==> src/rtl/mov_seq_pkg.sv <==
// Shared constants for the mov-lane sequencer: FSM encoding and requester indices.
package mov_seq_pkg;

  typedef enum logic [1:0] {
    S_IDLE  = 2'd0,
    S_LOAD  = 2'd1,
    S_SHIFT = 2'd2,
    S_DONE  = 2'd3
  } state_e;

  localparam int unsigned REQ0 = 0;
  localparam int unsigned REQ1 = 1;

endpackage

==> src/rtl/rr_arb2.sv <==
// Two-way round-robin pick; last_i is the index of the previous winner.
module rr_arb2
  import mov_seq_pkg::*;
(
  input  logic [1:0] req_i,
  input  logic       last_i,
  output logic [1:0] win_c_o
);

  // On a tie the requester that did not win last time gets the lane.
  always_comb begin
    win_c_o = 2'b00;
    if (req_i[REQ0] && (!req_i[REQ1] || last_i)) begin
      win_c_o[REQ0] = 1'b1;
    end else if (req_i[REQ1]) begin
      win_c_o[REQ1] = 1'b1;
    end
  end

endmodule

==> src/rtl/mov_seq_ctrl.sv <==
// Shares one 1-bit mov lane between two requesters: serialises a word LSB-first
// through the lane and reassembles the returned bits into dst_word.
module mov_seq_ctrl
  import mov_seq_pkg::*;
#(
  parameter  int unsigned WIDTH = 8,
  localparam int unsigned CNT_W = $clog2(WIDTH)
) (
  input  logic             clk,
  input  logic             rst_n,
  input  logic [1:0]       req,
  input  logic [WIDTH-1:0] src_word0,
  input  logic [WIDTH-1:0] src_word1,
  output logic [1:0]       grant,
  output logic             busy,
  output logic             mov_in,
  input  logic             mov_out,
  output logic [WIDTH-1:0] dst_word,
  output logic             done
);

  state_e           state_q, state_d;
  logic [1:0]       grant_q, grant_d;
  logic             busy_q, busy_d;
  logic             done_q, done_d;
  logic             last_q, last_d;
  logic [CNT_W-1:0] cnt_q, cnt_d;
  logic [WIDTH-1:0] src_shreg_q, src_shreg_d;
  logic [WIDTH-1:0] dst_shreg_q, dst_shreg_d;
  logic [WIDTH-1:0] dst_word_q, dst_word_d;
  logic [1:0]       win_c;

  rr_arb2 u_arb (
    .req_i   (req),
    .last_i  (last_q),
    .win_c_o (win_c)
  );

  always_ff @(posedge clk or negedge rst_n) begin
    if (!rst_n) begin
      state_q     <= S_IDLE;
      grant_q     <= 2'b00;
      busy_q      <= 1'b0;
      done_q      <= 1'b0;
      last_q      <= 1'b1;
      cnt_q       <= '0;
      src_shreg_q <= '0;
      dst_shreg_q <= '0;
      dst_word_q  <= '0;
    end else begin
      state_q     <= state_d;
      grant_q     <= grant_d;
      busy_q      <= busy_d;
      done_q      <= done_d;
      last_q      <= last_d;
      cnt_q       <= cnt_d;
      src_shreg_q <= src_shreg_d;
      dst_shreg_q <= dst_shreg_d;
      dst_word_q  <= dst_word_d;
    end
  end

  always_comb begin
    state_d     = state_q;
    grant_d     = grant_q;
    busy_d      = busy_q;
    done_d      = 1'b0;
    last_d      = last_q;
    cnt_d       = cnt_q;
    src_shreg_d = src_shreg_q;
    dst_shreg_d = dst_shreg_q;
    dst_word_d  = dst_word_q;
    unique case (state_q)
      S_IDLE: begin
        if (req != 2'b00) begin
          state_d = S_LOAD;
          grant_d = win_c;
          busy_d  = 1'b1;
        end
      end
      // Source word is captured here, so later src_word changes cannot disturb the transfer.
      S_LOAD: begin
        src_shreg_d = grant_q[REQ1] ? src_word1 : src_word0;
        cnt_d       = '0;
        last_d      = grant_q[REQ1];
        state_d     = S_SHIFT;
      end
      S_SHIFT: begin
        dst_shreg_d = {mov_out, dst_shreg_q[WIDTH-1:1]};
        src_shreg_d = src_shreg_q >> 1;
        cnt_d       = cnt_q + CNT_W'(1);
        if (cnt_q == CNT_W'(WIDTH - 1)) begin
          dst_word_d = dst_shreg_d;
          state_d    = S_DONE;
          busy_d     = 1'b0;
          done_d     = 1'b1;
        end
      end
      S_DONE: begin
        state_d = S_IDLE;
        grant_d = 2'b00;
      end
      default: state_d = S_IDLE;
    endcase
  end

  assign grant    = grant_q;
  assign busy     = busy_q;
  assign done     = done_q;
  assign dst_word = dst_word_q;
  assign mov_in   = (state_q == S_SHIFT) && src_shreg_q[0];

endmodule

==> config.mk <==
export PLATFORM = sky130hd
export DESIGN_NAME = mov_seq_ctrl
export DESIGN_NICKNAME = d
export VERILOG_FILES = /design/src/rtl/mov_seq_pkg.sv /design/src/rtl/rr_arb2.sv /design/src/rtl/mov_seq_ctrl.sv
export SDC_FILE = /design/constraint.sdc
export NUM_CORES = 1
export LEC_CHECK = 0
export CORE_AREA = 2 2 52 90
export DETAILED_ROUTE_END_ITERATION = 10
export DIE_AREA = 0 0 54 92
export DONT_BUFFER_PORTS = 1
export SYNTH_ARGS = -nofsm -noshare
export SYNTH_HDL_FRONTEND = slang
export SYNTH_HIERARCHICAL = 1
export SYNTH_SLANG_ARGS = --single-unit
==> constraint.sdc <==
create_clock -name clk -period 2.49 [get_ports clk]
set_input_delay 0.498 -clock clk [delete_from_list [all_inputs] [get_ports clk]]
set_output_delay 0.498 -clock clk [all_outputs]
set_load 0.05 [all_outputs]
==> results <==
state kept, by name (all words and copies together) (netlist names):
| register | cells |
|---|---|
| src_shreg_q | 8 |
| busy | 1 |
| done | 1 |
| dst_word | 8 |
| state_q | 2 |
| cnt_q | 3 |
| last_q | 1 |
| grant | 2 |
| dst_shreg_q | 7 |
path summary, 6_finish.rpt:
path                                       startpoint                    endpoint  slack [ns]
hold / removal                                  rst_n     dst_word[5]$_DFFE_PN0P_        0.03
min in group clk                              mov_out     dst_word[7]$_DFFE_PN0P_        0.34
hold reg to reg            dst_shreg_q[1]$_DFFE_PN0N_     dst_word[0]$_DFFE_PN0P_        0.49
max in group asynchronous                       rst_n  src_shreg_q[3]$_DFFE_PN0P_        2.28
setup reg to reg               state_q[0]$_DFFE_PN0P_     dst_word[2]$_DFFE_PN0P_        0.68
setup / recovery               state_q[0]$_DFFE_PN0P_                      mov_in        0.32
final cells by class:
cell class / instances / area (µm²) / area share, %
multi-input cells: 84 / 675.6 / 38.11
well taps: 51 / 63.81 / 3.599
clock inverters: 1 / 5.005 / 0.2823
clock buffers: 7 / 96.34 / 5.434
repair buffers: 3 / 35.03 / 1.976
inverters: 18 / 70.07 / 3.952
flip-flops and latches: 33 / 827.0 / 46.65
power by group:
part           switching [W]  internal [W]
Sequential          0.000245      0.000751
Combinational       0.000532      0.000430
Clock               0.000191      0.000250
worst register-to-register path, stage by stage (launching register included):
cell     delay (ns)
dfrtp_1        0.39
inv_1          0.15
ha_1           0.51
nand2_2        0.27
mux2_1         0.37
synthesized netlist by cell type (all sizes together):
cell     count  share of area [%]
mux2        18                 13
o22ai        7                2.7
o21ai       10                3.1
ha           8                6.2
buf          5                2.3
nor2         4                1.1
o211ai       1               0.46
dfstp        1                1.6
dfrtp       32                 49
o31ai        1               0.46
inv         18                4.3
a21oi        2               0.62
or3          1               0.39
nand2        3               0.85
and2b        1               0.46
a31oi        2               0.77
a221oi       1               0.54
a21boi       3                1.4
nand3        3               0.93
a211oi       8                3.7
nand3b       1               0.46
a2bb2oi      1               0.93
nor2b        7                2.7
mux2i        2                1.2
clkbuf       2               0.46
cells by family (layout without fill, tap and decap cells):
family | after synthesis | after routing
flops | 33 | 33
compound gates | 36 | 36
simple gates | 20 | 20
mux | 20 | 20
buf+inv | 25 | 29
fa+ha+maj | 8 | 8
routing by layer:
metal | global-route usage [%] | vias up | part of all wire (%)
met5 | 0 | - | 0
met4 | 8.750 | 0 | 3.3
met3 | 3.420 | 9 | 4.8
met2 | 22.26 | 28 | 54
met1 | 13.25 | 515 | 38
li1 | - | 497 | -
placed cells by master, fill, tap and decap left out, drive strengths merged, types with 4 or more instances in the layout:
master  synthesis  routed
a211oi          8       8
clkbuf          2       7
dfrtp          32      32
ha              8       8
inv            18      18
mux2           18      18
nor2            4       4
nor2b           7       7
o21ai          10      10
o22ai           7       7
stage by stage:
step	instances	worst slack [ns]
after global routing	197	0.1837
after detailed placement	188	0.6080
after CTS	197	0.2940
after floorplan	142	0.4907
final	197	0.3235
after global placement	188	0.6650
==> impl_metrics.json <==
{
  "fin_nets": 174,
  "synth_compound_area_share_pct": 14.69,
  "finalSetupViolCount": 0,
  "cts_buffer_depth": 2,
  "cp_cell_sequence": "inv_1, ha_1, inv_4, nor2_1, buf_4",
  "antenna_left": 0,
  "initial_core_util_pct": 37.41,
  "via_count": 1049,
  "cp-start-kind": "flip-flop",
  "htreeDepth": 2,
  "maxCapViolCount": 0,
  "drv_slew": 0,
  "layout-drive-gt1-share_pct": 17.81,
  "placed_area_mm2": 0.001652,
  "drc": 0,
  "synth-seq-area-share_pct": 51.12,
  "synthAdderAreaFrac_pct": 6.187,
  "p_leak_nw": 0.7922,
  "cts.sinks": 33,
  "final_util_pct": 41.00,
  "design.core.area_mm2": 0.004324,
  "n_antenna_cell": 0,
  "hold_buffers": 1,
  "slowest_stage": "ha_1",
  "synth_seq_cells": 33,
  "hpwl_um": 2137,
  "synthCells": 142,
  "gp_congestion": 0.7359,
  "portBuffers": 0,
  "yosysWarnings": 6,
  "grt_pass1_wl_um": 4664,
  "clock_latency_ns": 0.28,
  "synth_cell_types": 32,
  "worst_ep_required_time_ns": 1.99,
  "cts_root_buf": "clkbuf_8",
  "clk_pin_slew_worst_paths_ns": 0.07,
  "final_cell_area_mm2": 0.001773,
  "postRouteWirelength_um": 2958,
  "numCtsBuffers": 5,
  "synth.cell_area_mm2": 0.001618,
  "hold_class": "input port to async pin",
  "drt_iter0_drc": 5,
  "rows": 32,
  "period_share_pct": 87.01,
  "grt_max_degree": 33,
  "viasPerCell": 5.325,
  "synth_mux_area_share_pct": 14.00,
  "skew_ns": 0.004913,
  "grt_usage_pct": 13.13,
  "die_h_um": 92,
  "firstDrtPassIters": 4,
  "cts_tree": "done",
  "cts_setup_buffers": 0,
  "crit_buf_inv": 3,
  "ctsResizeCount": 0,
  "r2r_cells": 4,
  "overflow": 0,
  "setup_tns_ns": 0,
  "relSlewSlack_pct": 58.66,
  "ir_drop_uv": 600.7,
  "max_freq_mhz": 461.6,
  "grt_pass1_vias": 1026,
  "crit_family": "adder cells",
  "critPathMaxStageDelay_ns": 0.44,
  "synth.avg_cell_area_um2": 11.39,
  "n_fill_cell": 422,
  "syn_to_final_growth_pct": 9.590,
  "synth_top_family_by_area": "compound AO/OA/AOI/OAI gates",
  "synth-xor-area-share_pct": 0,
  "rsz0062_at_grt": "no",
  "synth_nets": 171,
  "finalPower_w": 0.002399,
  "crit_path_max_fanout": 9,
  "synth-simple-area-share_pct": 6.883,
  "worst-path-stages": 5,
  "min_period_ns": 2.166,
  "worst_slew_pin_slew_ns": 0.6201,
  "io_pins": 34,
  "die_w_um": 54,
  "fin_hold_ws_ns": 0.03173,
  "antenna_found_initial": 0,
  "status": "finished clean",
  "avgRoutedWirePerCell_um": 15.02,
  "final_hold_viol_count": 0,
  "arrival_ns": 1.67,
  "critPathKind": "flip-flop to output pin",
  "die-area_mm2": 0.004968,
  "p_per_area_mw_per_mm2": 1353,
  "end_kind": "output pin"
}
(Power assumes the default switching activity.)
